<file path="config.mk">
export PLATFORM = sky130hd
export DESIGN_NAME = vol_ctrl_flat
export DESIGN_NICKNAME = d
export VERILOG_FILES = /design/src/rtl/dmix_cfg_pkg.sv /design/src/rtl/vol_ctrl_if.sv /design/src/rtl/spi_cfg_slave.sv /design/src/rtl/vol_ctrl.sv /design/src/flat_wrapper.sv
export SDC_FILE = /design/constraint.sdc
export NUM_CORES = 1
export LEC_CHECK = 0
export ABC_AREA = 0
export CORE_MARGIN = 4
export CORE_UTILIZATION = 45
export DETAILED_ROUTE_END_ITERATION = 10
export PLACE_DENSITY = 0.61
export SYNTH_ARGS = -nofsm -noshare
export SYNTH_HDL_FRONTEND = slang
export SYNTH_HIERARCHICAL = 1
export SYNTH_SLANG_ARGS = --single-unit
</file>
<file path="constraint.sdc">
create_clock -name clk -period 8.3 [get_ports clk]
set_input_delay 0.83 -clock clk [delete_from_list [all_inputs] [get_ports clk]]
set_output_delay 0.83 -clock clk [all_outputs]
set_load 0.01 [all_outputs]
</file>
<file path="src/rtl/dmix_cfg_pkg.sv">
// Shared mixer-configuration constants, SPI frame layout and the gain ramp
// step used by the volume controller.
package dmix_cfg_pkg;

   localparam int unsigned VOL_W          = 16;
   localparam int unsigned ADDR_W         = 7;
   localparam int unsigned SPI_FRAME_BITS = 24;
   localparam int unsigned CNT_W          = 5;

   localparam int unsigned FRM_W_BIT   = 23;
   localparam int unsigned FRM_ADDR_HI = 22;
   localparam int unsigned FRM_ADDR_LO = 16;

   typedef enum logic {
      RAMP_IDLE,
      RAMP_SWEEP
   } ramp_state_e;

   // Difference is formed before the step so the result never wraps.
   function automatic logic [VOL_W-1:0] ramp_step(input logic [VOL_W-1:0] cur,
                                                  input logic [VOL_W-1:0] tgt,
                                                  input logic [VOL_W-1:0] step);
      logic [VOL_W-1:0] diff;
      diff      = '0;
      ramp_step = cur;
      if (cur < tgt) begin
         diff      = tgt - cur;
         ramp_step = (diff > step) ? cur + step : tgt;
      end else if (cur > tgt) begin
         diff      = cur - tgt;
         ramp_step = (diff > step) ? cur - step : tgt;
      end
   endfunction

endpackage

</file>
<file path="src/rtl/vol_ctrl_if.sv">
// SPI configuration port of the volume controller (mode 0, MSB first).
interface vol_ctrl_if;

   logic spi_sclk_i;
   logic spi_cs_n_i;
   logic spi_mosi_i;
   logic spi_miso_o;

   modport master (output spi_sclk_i, output spi_cs_n_i, output spi_mosi_i,
                   input spi_miso_o);
   modport slave  (input spi_sclk_i, input spi_cs_n_i, input spi_mosi_i,
                   output spi_miso_o);

endinterface

</file>
<file path="src/rtl/spi_cfg_slave.sv">
// SPI config slave: pin synchronisers, 24-bit shifter, write strobe and
// read-data shift-out for the gain register file.
module spi_cfg_slave
   import dmix_cfg_pkg::*;
(
   input  logic              clk,
   input  logic              rst,
   vol_ctrl_if.slave         spi,
   output logic              wr_stb_o,
   output logic [ADDR_W-1:0] wr_addr_o,
   output logic [VOL_W-1:0]  wr_data_o,
   output logic [ADDR_W-1:0] rd_addr_o,
   input  logic [VOL_W-1:0]  rd_data_i
);

   localparam logic [CNT_W-1:0] CNT_FULL = CNT_W'(SPI_FRAME_BITS);
   localparam logic [CNT_W-1:0] CNT_LAST = CNT_W'(SPI_FRAME_BITS - 1);
   localparam logic [CNT_W-1:0] CNT_RDLD = CNT_W'(SPI_FRAME_BITS - VOL_W - 1);
   localparam logic [CNT_W-1:0] CNT_HDR  = CNT_W'(SPI_FRAME_BITS - VOL_W);

   logic [2:0]                sclk_q;
   logic [2:0]                cs_q;
   logic [1:0]                mosi_q;
   logic                      sclk_rise, sclk_fall, cs_fall, cs_rise, mosi_s;
   logic                      active_q, wr_stb_q, ld_pend_q, rd_act_q;
   logic [CNT_W-1:0]          cnt_q;
   logic [SPI_FRAME_BITS-1:0] shift_q;
   logic [VOL_W-1:0]          sr_out_q;

   // cs_n stages reset low so a select held low across reset is never seen
   // as a fresh falling edge.
   always_ff @(posedge clk or negedge rst) begin
      if (!rst) begin
         sclk_q <= '0;
         cs_q   <= '0;
         mosi_q <= '0;
      end else begin
         sclk_q <= {sclk_q[1:0], spi.spi_sclk_i};
         cs_q   <= {cs_q[1:0], spi.spi_cs_n_i};
         mosi_q <= {mosi_q[0], spi.spi_mosi_i};
      end
   end

   assign sclk_rise = sclk_q[1] & ~sclk_q[2];
   assign sclk_fall = ~sclk_q[1] & sclk_q[2];
   assign cs_fall   = ~cs_q[1] & cs_q[2];
   assign cs_rise   = cs_q[1] & ~cs_q[2];
   assign mosi_s    = mosi_q[1];

   always_ff @(posedge clk or negedge rst) begin
      if (!rst) begin
         active_q  <= 1'b0;
         cnt_q     <= '0;
         shift_q   <= '0;
         wr_stb_q  <= 1'b0;
         ld_pend_q <= 1'b0;
         rd_act_q  <= 1'b0;
         sr_out_q  <= '0;
      end else begin
         wr_stb_q  <= 1'b0;
         ld_pend_q <= 1'b0;
         if (cs_fall) begin
            active_q <= 1'b1;
            cnt_q    <= '0;
            shift_q  <= '0;
            rd_act_q <= 1'b0;
         end else if (cs_rise) begin
            active_q <= 1'b0;
            rd_act_q <= 1'b0;
         end else if (active_q) begin
            if (sclk_rise && (cnt_q < CNT_FULL)) begin
               shift_q   <= {shift_q[SPI_FRAME_BITS-2:0], mosi_s};
               cnt_q     <= cnt_q + 1'b1;
               wr_stb_q  <= (cnt_q == CNT_LAST);
               ld_pend_q <= (cnt_q == CNT_RDLD);
            end
            if (ld_pend_q && !shift_q[FRM_W_BIT-VOL_W]) begin
               sr_out_q <= rd_data_i;
               rd_act_q <= 1'b1;
            end
            // The fall right after the header leaves bit 15 for the next rise.
            if (sclk_fall && rd_act_q && (cnt_q > CNT_HDR)) begin
               if (cnt_q == CNT_FULL) begin
                  rd_act_q <= 1'b0;
               end else begin
                  sr_out_q <= {sr_out_q[VOL_W-2:0], 1'b0};
               end
            end
         end
      end
   end

   assign wr_stb_o       = wr_stb_q & shift_q[FRM_W_BIT];
   assign wr_addr_o      = shift_q[FRM_ADDR_HI:FRM_ADDR_LO];
   assign wr_data_o      = shift_q[VOL_W-1:0];
   assign rd_addr_o      = shift_q[FRM_ADDR_HI-VOL_W:FRM_ADDR_LO-VOL_W];
   assign spi.spi_miso_o = rd_act_q & sr_out_q[VOL_W-1];

endmodule

</file>
<file path="src/rtl/vol_ctrl.sv">
// Mixer volume controller: SPI-written target gains, ramped once per audio
// frame into the live gain vector feeding the mixer.
module vol_ctrl
   import dmix_cfg_pkg::*;
#(
   parameter int unsigned      NUM_CH   = 1,
   parameter logic [VOL_W-1:0] VOL_INIT = 16'h00ff,
   parameter logic [VOL_W-1:0] STEP     = 16'h0004
) (
   input  logic                      clk,
   input  logic                      rst,
   vol_ctrl_if.slave                 spi,
   input  logic                      frame_i,
   output logic [NUM_CH*2*VOL_W-1:0] vol_o,
   output logic                      busy_o
);

   localparam int unsigned NUM_ENT = 2 * NUM_CH;
   localparam int unsigned IDX_W   = (NUM_ENT > 1) ? $clog2(NUM_ENT) : 1;
   localparam logic [IDX_W-1:0] IDX_LAST = IDX_W'(NUM_ENT - 1);

   logic [VOL_W-1:0]  tgt_q [NUM_ENT];
   logic [VOL_W-1:0]  cur_q [NUM_ENT];

   logic              wr_stb, wr_ok, rd_ok;
   logic [ADDR_W-1:0] wr_addr, rd_addr;
   logic [VOL_W-1:0]  wr_data, rd_data, cur_nxt;
   logic [IDX_W-1:0]  wr_idx, rd_idx;

   ramp_state_e       state_q, state_d;
   logic [IDX_W-1:0]  idx_q, idx_d;
   logic              pend_q, pend_d;
   logic              sweep_en;

   spi_cfg_slave u_spi (
      .clk       (clk),
      .rst       (rst),
      .spi       (spi),
      .wr_stb_o  (wr_stb),
      .wr_addr_o (wr_addr),
      .wr_data_o (wr_data),
      .rd_addr_o (rd_addr),
      .rd_data_i (rd_data)
   );

   assign wr_ok   = wr_stb && (32'(wr_addr) < NUM_ENT);
   assign wr_idx  = wr_addr[IDX_W-1:0];
   assign rd_ok   = (32'(rd_addr) < NUM_ENT);
   assign rd_idx  = rd_addr[IDX_W-1:0];
   assign rd_data = rd_ok ? tgt_q[rd_idx] : '0;

   assign cur_nxt = ramp_step(cur_q[idx_q], tgt_q[idx_q], STEP);

   always_ff @(posedge clk or negedge rst) begin
      if (!rst) begin
         for (int unsigned i = 0; i < NUM_ENT; i++) begin
            tgt_q[i] <= VOL_INIT;
            cur_q[i] <= VOL_INIT;
         end
      end else begin
         if (wr_ok) begin
            tgt_q[wr_idx] <= wr_data;
         end
         if (sweep_en) begin
            cur_q[idx_q] <= cur_nxt;
         end
      end
   end

   always_ff @(posedge clk or negedge rst) begin
      if (!rst) begin
         state_q <= RAMP_IDLE;
         idx_q   <= '0;
         pend_q  <= 1'b0;
      end else begin
         state_q <= state_d;
         idx_q   <= idx_d;
         pend_q  <= pend_d;
      end
   end

   // Frames arriving mid-sweep collapse into a single pending request.
   always_comb begin
      state_d  = state_q;
      idx_d    = idx_q;
      pend_d   = pend_q;
      sweep_en = 1'b0;
      unique case (state_q)
         RAMP_IDLE: begin
            if (frame_i || pend_q) begin
               state_d = RAMP_SWEEP;
               idx_d   = '0;
               pend_d  = 1'b0;
            end
         end
         RAMP_SWEEP: begin
            sweep_en = 1'b1;
            if (frame_i) begin
               pend_d = 1'b1;
            end
            if (idx_q == IDX_LAST) begin
               state_d = RAMP_IDLE;
            end else begin
               idx_d = idx_q + 1'b1;
            end
         end
         default: state_d = RAMP_IDLE;
      endcase
   end

   always_comb begin
      vol_o = '0;
      for (int unsigned i = 0; i < NUM_ENT; i++) begin
         vol_o[VOL_W*i +: VOL_W] = cur_q[i];
      end
   end

   assign busy_o = (state_q == RAMP_SWEEP);

endmodule

</file>
<file path="src/flat_wrapper.sv">
// flat-port wrapper written by rule: the top's interface ports become plain ports
module vol_ctrl_flat import dmix_cfg_pkg::*;
#(
   parameter int unsigned      NUM_CH   = 1,
   parameter logic [VOL_W-1:0] VOL_INIT = 16'h00ff,
   parameter logic [VOL_W-1:0] STEP     = 16'h0004
)
  (clk, rst, frame_i, vol_o, busy_o, spi_spi_sclk_i, spi_spi_cs_n_i, spi_spi_mosi_i, spi_spi_miso_o);
  vol_ctrl_if spi_i ();
  input  logic clk;
  input  logic rst;
  input  logic frame_i;
  output logic [NUM_CH*2*VOL_W-1:0] vol_o;
  output logic busy_o;
  input wire logic [$bits(spi_i.spi_sclk_i)-1:0] spi_spi_sclk_i;
  input wire logic [$bits(spi_i.spi_cs_n_i)-1:0] spi_spi_cs_n_i;
  input wire logic [$bits(spi_i.spi_mosi_i)-1:0] spi_spi_mosi_i;
  output wire logic [$bits(spi_i.spi_miso_o)-1:0] spi_spi_miso_o;
  assign spi_i.spi_sclk_i = spi_spi_sclk_i;
  assign spi_i.spi_cs_n_i = spi_spi_cs_n_i;
  assign spi_i.spi_mosi_i = spi_spi_mosi_i;
  assign spi_spi_miso_o = spi_i.spi_miso_o;
  vol_ctrl #(.NUM_CH(NUM_CH), .VOL_INIT(VOL_INIT), .STEP(STEP)) u_core (.clk(clk), .rst(rst), .spi(spi_i), .frame_i(frame_i), .vol_o(vol_o), .busy_o(busy_o));
endmodule
</file>
# [Word level (Yosys, flattened, before mapping)]
# Index checks and enable logic that the tools add are counted.
[totals] ff_bits=124 wordCells=130
[classes] add_sub_neg=6 n_lt_le_gt_ge=13 eq_ne=6 muxes=56 bitwise_logic=16 reduce_logical=16
[op_table] op="16-bit two-way mux" count=19
[op_table] op="24-bit two-way mux" count=4
[op_table] op="32-bit bitwise mux" count=2
[op_table] op="16-bit demux with 1-bit select" count=2
[op_table] op="16-bit by 3-bit greater-than comparator with 1-bit output, second input constant" count=2
[op_table] op="16-bit subtractor" count=2
[op_table] op="1-bit two-way mux" count=22
[op_table] op="5-bit two-way mux" count=4
[op_table] op="16-bit by 3-bit adder with 16-bit output, second input constant" count=1
[op_table] op="16-bit greater-than comparator" count=1
[op_table] op="16-bit less-than comparator" count=1
[op_table] op="16-bit by 3-bit subtractor with 16-bit output, second input constant" count=1
[op_table] op="7-bit by 2-bit less-than comparator with 1-bit output, second input constant" count=2
[op_table] op="5-bit == test, second input constant" count=2
[op_table] op="1-bit logical AND" count=7
[op_table] op="1-bit NOT" count=7
[op_table] op="1-bit bitwise AND" count=6
[op_table] op="2-bit >= comparator, second input constant" count=3
[op_table] op="1-bit NOT with 2-bit output" count=3
[op_table] op="1-bit one-hot mux with 2 select lines" count=3
[op_table] op="3-bit AND reduction" count=2
[op_table] op="2-bit nonzero test" count=3
[op_table] op="5-bit by 1-bit adder with 5-bit output, second input constant" count=1
[op_table] op="5-bit by 3-bit == test with 1-bit output, second input constant" count=1
[op_table] op="other kinds (10)" count=12

# [Depth between registers and ports, before layout]
# Gate-level depths: netlist (run 1).
[depth] ltp_word=10 mapped_depth=20 ltp_nobuf=14

# [By module]
# The synthesis (run 1) kept the hierarchy.
[modules_own_cells] module="vol_ctrl" n_inst=1 cells_each=685 area_per_inst_um2=5987.0 seq_area_each_um2=1716.6
[modules_own_cells] module="spi_cfg_slave" n_inst=1 cells_each=213 area_per_inst_um2=2618.8 seq_area_each_um2=1426.4

# [Worst setup path before layout (run 1)]
# Ideal clock, no wire load.
[synth_timing] path_type="register to register" startpoint="register u_core.idx_q" endpoint="register u_core.cur_q (netlist bit u_core/vol_o[16])" arrival_time_ns=4.584 path_slack_ns=3.634 path_stages_with_launch=20 n_path_buf=5 period_less_slack_ns=4.666 path_cell_list="dfrtp_1 > buf_2 > buf_2 > buf_2 > buf_2 > buf_1 > mux2_2 > inv_1 > ha_1 > fa_1 > nand2b_1 > a2111oi_2 > a211oi_2 > o21ai_1 > or2_2 > a2111oi_2 > and4_4 > o2bb2a_4 > nor2_1 > mux2_2"
[synth_via] elab_chain_len=10 elab_cells_between_ends=25 cone_classes="add/sub (4); order compare (6); mux (13); bitwise (1); reduce/logical (1)"
[synth_lines] item="start: declaration" line="vol_ctrl.sv:31" text="logic [IDX_W-1:0] idx_q, idx_d;"
[synth_lines] item="start signal: assignment" line="vol_ctrl.sv:77" text="idx_q <= idx_d;"
[synth_lines] item="1-bit NOT with 2-bit output (not written as such) (*)" line="vol_ctrl.sv:52, vol_ctrl.sv:65"
[synth_lines] item="16-bit two-way mux (not written as such) (3 in a row)" line="vol_ctrl.sv:52" text="assign cur_nxt = ramp_step(cur_q[idx_q], tgt_q[idx_q], STEP);"
[synth_lines] item="16-bit subtractor" line="dmix_cfg_pkg.sv:30" text="diff = cur - tgt;"
[synth_lines] item="16-bit by 3-bit greater-than comparator with 1-bit output" line="dmix_cfg_pkg.sv:31" text="ramp_step = (diff > step) ? cur - step : tgt;"
[synth_lines] item="16-bit two-way mux" line="dmix_cfg_pkg.sv:31"
[synth_lines] item="16-bit two-way mux" line="dmix_cfg_pkg.sv:29" text="end else if (cur > tgt) begin"
[synth_lines] item="16-bit two-way mux" line="dmix_cfg_pkg.sv:26" text="if (cur < tgt) begin"
[synth_lines] item="32-bit bitwise mux (*)" line="vol_ctrl.sv:65" text="cur_q[idx_q] <= cur_nxt;"
[synth_lines] item="end signal: indexed assignment" line="vol_ctrl.sv:65"
[synth_lines] item="end: declaration" line="vol_ctrl.sv:23" text="logic [VOL_W-1:0] cur_q [NUM_ENT];"
# Every way passes the cells marked *; elsewhere a longest branch is shown, timed or not. The select of a mux whose other input is x is not followed.
# A chain may end at the register's enable or synchronous reset.

# [Final worst setup path (run 1)]
[layout_timing] startpoint="register u_core.idx_q" endpoint="register u_core.cur_q (netlist bit u_core/vol_o[0])"
# Same word-level chain as after synthesis.

==> impl_metrics.tcl, run 1 <==
set metrics [dict create \
    dieArea_mm2 0.0214 \
    p_leak_nw 4.23 \
    maxCapViolations 0 \
    routedWlPerCell_um 19.7 \
    crit_arrival_ns 5.65 \
    synth_ff_type "dfrtp_1" \
    clock-sinks 124 \
    gp_congestion 0.953 \
    hold_viol_final 0 \
    setup-violations-final 0 \
    nets 925 \
    required_ns 8.64 \
    io_buffers 39 \
    post-route-cell-area_mm2 0.00940 \
    synthesis.instances 898 \
    track_usage_pct 21.0 \
    remaining_drc_errors 0 \
    ys_async_sr_fraction_pct 100 \
    synth_seq_cells 124 \
    grt_pass1_vias 6464 \
    n_antenna_cell 0 \
    power_frac_clock_pct 21.3 \
    die_x_um 146 \
    setup_ws_ns 2.99 \
    avgSynthCellArea_um2 9.58 \
    cts_tree "built" \
    fin_worst_skew_ns 0.0142 \
    viasPerCell 5.96 \
    synth.distinct_cells 87 \
    ios 40 \
    hold_path_class "reg -> reg" \
    worst_slew_pin_slew_ns 1.09 \
    p_int_mw 1.91 \
    clk_path_buf_depth 2 \
    dr_total_vias 6726 \
    coreArea_mm2 0.0188 \
    dpl.hpwl_um 16400 \
    outcome "completed" \
    grt_overflow 0 \
    setup_tns_ns 0 \
    placed_area_mm2 0.00881 \
    drive_gt1_share_pct 16.7 \
    insertion_delay_ns 0.41 \
    grt_setup_unrepaired "no" \
    seqPwrFrac_pct 23.3 \
    drv_slew 0 \
    grt_first_pass_wirelength_um 35900 \
    root_buffer "clkbuf_16" \
    clock.fmax_ghz 0.188 \
    syn_to_final_growth_pct 9.26 \
    max_slew_margin_pct 27.5 \
    critPathCaptureType "register" \
    h-tree-depth 4 \
    power-per-cell-area_mw_per_mm2 367 \
    syn_nets 942 \
    drt_iter0_markers 499 \
    cp-start-kind "register" \
    clkTransAtPathRegs_ns 0.05 \
    start_util_pct 45.9 \
    cts_resized 0 \
    final_common_cell "dfrtp_1" \
    fin_crit_ns 5.31 \
    cts_buffers 17 \
    syn-cell-area_mm2 0.00861 \
    ir_worst_vdd_mv 0.194 \
    fillers 1720 \
    switching_share_pct 44.7 \
    path_max_fanout 33 \
    die_h_um 146 \
    ctsHoldBuffers 0 \
    totalWireLength_um 22300 \
    dp_worst_setup_slack_ns 3.09 \
    ys.warnings.count 6 \
    post_cts_buffers 0 \
    grt_start_max_net_pins 64 \
    ant_nets 0 \
    synth-seq-area-share_pct 36.5 \
    final_cell_mix "dfrtp_1 (91), nor2_1 (66), nand2_1 (62)" \
    regArea_mm2 0.00314 \
    antenna_found_initial 0 \
    fin_crit_sh_pct 64.0 \
    p_sw_mw 1.54 \
    p_comb_share_pct 55.4 \
    num_rows 50 \
    first_pass_iters 5 \
    multi_input_area_mm2 0.00479 \
    synth_edf_count 0 \
    path_class "reg -> reg" \
]
[sequential cells by signal, summed over array words and instances, names as in the netlist]
register,cells
u_core/pend_q,1
u_core/u_spi/sclk_q,3
u_core/u_spi/sr_out_q,16
u_core/u_spi/mosi_q,2
u_core/u_spi/wr_stb_q,1
u_core/busy_o,1
u_core/u_spi/active_q,1
u_core/u_spi/ld_pend_q,1
u_core/vol_o,32
u_core/u_spi/rd_act_q,1
u_core/u_spi/cs_q,3
u_core/tgt_q,32
u_core/idx_q,1
u_core/u_spi/cnt_q,5
u_core/u_spi/shift_q,24
[synth_stat cells (5+ instances only)]
cell	n	share of area, %
nor4_1	5	0.36
o21ai_1	7	0.41
dfrtp_1	92	27
buf_6	9	1.2
nand4_1	12	0.87
o211ai_1	7	0.61
xor2_1	5	0.51
a211oi_1	8	0.70
clkbuf_1	19	0.83
buf_4	33	2.9
nor2b_1	7	0.51
nor3_1	33	1.9
a21o_1	6	0.52
a31oi_1	9	0.65
mux2i_1	52	6.0
nand3_1	16	0.93
and2_1	18	1.3
a221o_1	13	1.5
nand2b_1	6	0.44
o31ai_1	11	0.96
xnor2_1	22	2.2
and3_1	9	0.65
buf_2	18	1.0
a21oi_1	45	2.6
mux2_2	47	6.2
nor4b_1	6	0.61
a22o_1	27	2.7
ha_1	37	5.4
nand2_1	62	2.7
nor2_1	66	2.9
inv_1	43	1.9
dfstp_2	32	9.8
o21ai_0	30	1.7
[metal layers]
metal	vias up	GRT usage [%]	routed length [um]
li1	3210	-	-
met2	194	35.1	11000
met5	-	0	0
met4	0	6.87	554
met3	34	3.79	892
met1	3288	27.8	9860
[power groups by stage]
| stage | Combinational [mW] | Clock (mW) | Sequential, mW |
|---|---|---|---|
| 2_1_floorplan | 1.38 | 0 | 0.797 |
| 3_3_place_gp | 1.88 | 0 | 0.818 |
| 3_5_place_dp | 1.89 | 0 | 0.816 |
| 4_1_cts | 1.89 | 0.751 | 0.807 |
| 5_1_grt | 2.09 | 0.779 | 0.819 |
| 6_report | 1.91 | 0.733 | 0.803 |
[metrics by stage]
| step | std cells | util, % | hold slack, ns | power (mW) |
|---|---|---|---|---|
| floorplan | 898 | - | 0.331 | 2.18 |
| global placement | 1096 | 47.0 | 0.334 | 2.70 |
| detailed placement | 1096 | 47.0 | 0.336 | 2.70 |
| CTS | 1128 | 50.1 | 0.349 | 3.45 |
| global route | 1128 | 50.1 | 0.358 | 3.68 |
| finish | 1128 | 50.1 | 0.350 | 3.45 |
[critical path, stage by stage (launching register included)]
cell and delay (ns):
dfrtp_2 0.56, buf_4 0.49, mux2i_1 0.45, inv_1 0.08
ha_1 0.59, nand4_1 0.27, a2111oi_0 0.52, a211o_1 0.21
a41o_1 0.26, xnor2_1 0.15, nand4_2 0.60, o2bb2a_4 0.49
nor2_1 0.17, mux2_2 0.36
[path summary, 6_finish.rpt]
path / cells after the start / start / slack [ns] / endpoint
worst max-delay path: 13 / u_core/idx_q / 2.99 / u_core/vol_o[0]
worst min-delay path: 0 / u_core/u_spi/mosi_q[0] / 0.35 / u_core/u_spi/mosi_q[1]
worst max register to register: 13 / u_core/idx_q / 2.99 / u_core/vol_o[0]
worst min register to register: 0 / u_core/u_spi/mosi_q[0] / 0.35 / u_core/u_spi/mosi_q[1]
max in group asynchronous: 2 / rst / 6.52 / u_core/tgt_q[8]
min in group asynchronous: 1 / rst / 0.50 / u_core/vol_o[24]
[cell families (layout without fill, tap and decap cells)]
family          Yosys count  count (layout)  synth area share [%]
simple gates            271             271                  16.6
compound gates          215             215                  18.4
flops                   124             124                  36.5
buf+inv                 124             120                  7.89
mux                      99              99                  12.2
fa+ha+maj                38              38                  5.61
xor+xnor                 27              27                  2.75
[final cells by class]
class                   count  share of cell area (%)
clock buffers              23                    5.08
clock inverters             9                    1.17
flip-flops and latches    124                    33.4
inverters                  44                    1.76
multi-input cells         650                    50.9
repair buffers             44                    4.52
well taps                 234                    3.11
(Power assumes the default switching activity.)
==> run 2, diff against run 1 <==
Settings changed: PLACE_DENSITY 0.61 to 0.64.
Clock period 8.3 ns to 4.6 ns, I/O delays scaled along.
==> run 2 against run 1 <==
Effect of this change: core utilization increased by 2.0 points; routed wire length rose by 2.6%; non-clock buffer count is 42 higher; power rose by 92%; register-to-register slack worse by 2.7 ns; combinational power grew 100%; sequential share of layout area is 1.3 points lower; final cell count grew 3.7%; flip-flop and latch count is the same; fmax increased by 22%; die area stayed put; critical path type unchanged.
==> impl_metrics.tcl, run 2 (same netlist as run 1, synthesis figures left out) <==
set metrics [dict create \
    outcome "completed" \
    ctsHoldBuffers 0 \
    grt_pass1_vias 6701 \
    viasPerCell 5.98 \
    track_usage_pct 21.4 \
    setup_tns_ns 0 \
    multi_input_area_mm2 0.00481 \
    dpl.hpwl_um 16900 \
    critPathCaptureType "register" \
    final_common_cell "dfrtp_1" \
    postLayoutCoreUtil_pct 52.1 \
    ir_worst_vdd_mv 0.301 \
    fin_crit_sh_pct 94.5 \
    dr_total_vias 6993 \
    antenna_found_initial 0 \
    clock-sinks 124 \
    io_buffers 39 \
    gp_congestion 0.970 \
    ios 40 \
    coreArea_mm2 0.0188 \
    fin_worst_skew_ns 0.00635 \
    start_util_pct 45.9 \
    drt_iter0_markers 583 \
    final_cell_mix "dfrtp_1 (91), nor2_1 (66), nand2_1 (62)" \
    ant_nets 0 \
    cts_tree "built" \
    cp-start-kind "register" \
    fillers 1745 \
    post_cts_buffers 0 \
    dieArea_mm2 0.0214 \
    grt_overflow 0 \
    fin_crit_ns 4.35 \
    totalWireLength_um 22800 \
    regArea_mm2 0.00314 \
    drv_slew 0 \
    drive_gt1_share_pct 20.9 \
    h-tree-depth 4 \
    die_x_um 146 \
    setup-violations-final 0 \
    path_max_fanout 26 \
    root_buffer "clkbuf_16" \
    cts_buffers 17 \
    crit_arrival_ns 4.69 \
    grt_first_pass_wirelength_um 36800 \
    cts_resized 0 \
    clkTransAtPathRegs_ns 0.06 \
    required_ns 4.94 \
    clock.fmax_ghz 0.230 \
    worst_slew_pin_slew_ns 1.09 \
    remaining_drc_errors 0 \
    num_rows 50 \
    max_slew_margin_pct 27.5 \
    routedWlPerCell_um 19.5 \
    grt_setup_unrepaired "no" \
    die_h_um 146 \
    maxCapViolations 0 \
    hold_path_class "in -> async" \
    nets 967 \
    insertion_delay_ns 0.42 \
    path_class "reg -> reg" \
    hold_viol_final 0 \
    p_leak_nw 4.42 \
    clk_path_buf_depth 2 \
    n_antenna_cell 0 \
    grt_start_max_net_pins 125 \
    syn_to_final_growth_pct 13.6 \
    power-per-cell-area_mw_per_mm2 678 \
    first_pass_iters 7 \
]
-- run 2: routing by layer --
layer,global-route usage (%),share of wire (%)
met5,0,0
met4,6.26,1.5
met3,3.94,5.1
met2,35.2,49
met1,28.8,45
-- run 2: report_power, final --
group / total, mW / leakage (nW) / switching, mW / internal, mW
Combinational: 3.85 / 2.58 / 2.28 / 1.57
Clock: 1.34 / 0.279 / 0.507 / 0.829
Sequential: 1.44 / 1.56 / 0.168 / 1.27
-- run 2: layout make-up --
type	instances	share of cell area [%]
repair buffers	86	7.84
inverters	44	1.69
well taps	234	3.00
clock inverters	12	1.38
multi-input cells	650	49.3
flip-flops and latches	124	32.2
clock buffers	20	4.67
-- run 2: per-stage QoR --
step	instances	total power, mW	setup WS [ns]	instance area, um2	hold slack [ns]
after CTS	1170	6.54	0.252	9750	0.162
after global placement	1138	5.21	0.253	9160	0.334
after global routing	1170	7.03	0.0349	9770	0.148
after detailed placement	1138	5.19	0.279	9160	0.337
final	1170	6.63	0.254	9770	0.0670
after floorplan	898	3.93	0.0772	8610	0.164
-- run 2: final timing paths --
check	startpoint	end	slack (ns)	cells after the start
setup / recovery	u_core/idx_q	u_core/vol_o[1]	0.25	14
hold / removal	rst	u_core/vol_o[30]	0.07	2
setup reg to reg	u_core/idx_q	u_core/vol_o[1]	0.25	14
hold reg to reg	u_core/u_spi/sclk_q[0]	u_core/u_spi/sclk_q[1]	0.35	0
max in group asynchronous	rst	u_core/idx_q	3.93	2
min in group clk	u_core/u_spi/sclk_q[0]	u_core/u_spi/sclk_q[1]	0.35	0
-- run 2: worst max-delay path, stage by stage (launching register included) --
cell,delay (ns)
dfrtp_2,0.43
buf_12,0.23
mux2i_1,0.39
inv_1,0.08
ha_1,0.44
a21oi_1,0.28
o21ai_1,0.16
a211oi_2,0.32
o21ai_1,0.12
or2_2,0.31
a2111oi_2,0.36
and4_4,0.39
o2bb2a_4,0.21
nor2_1,0.17
mux2_2,0.37
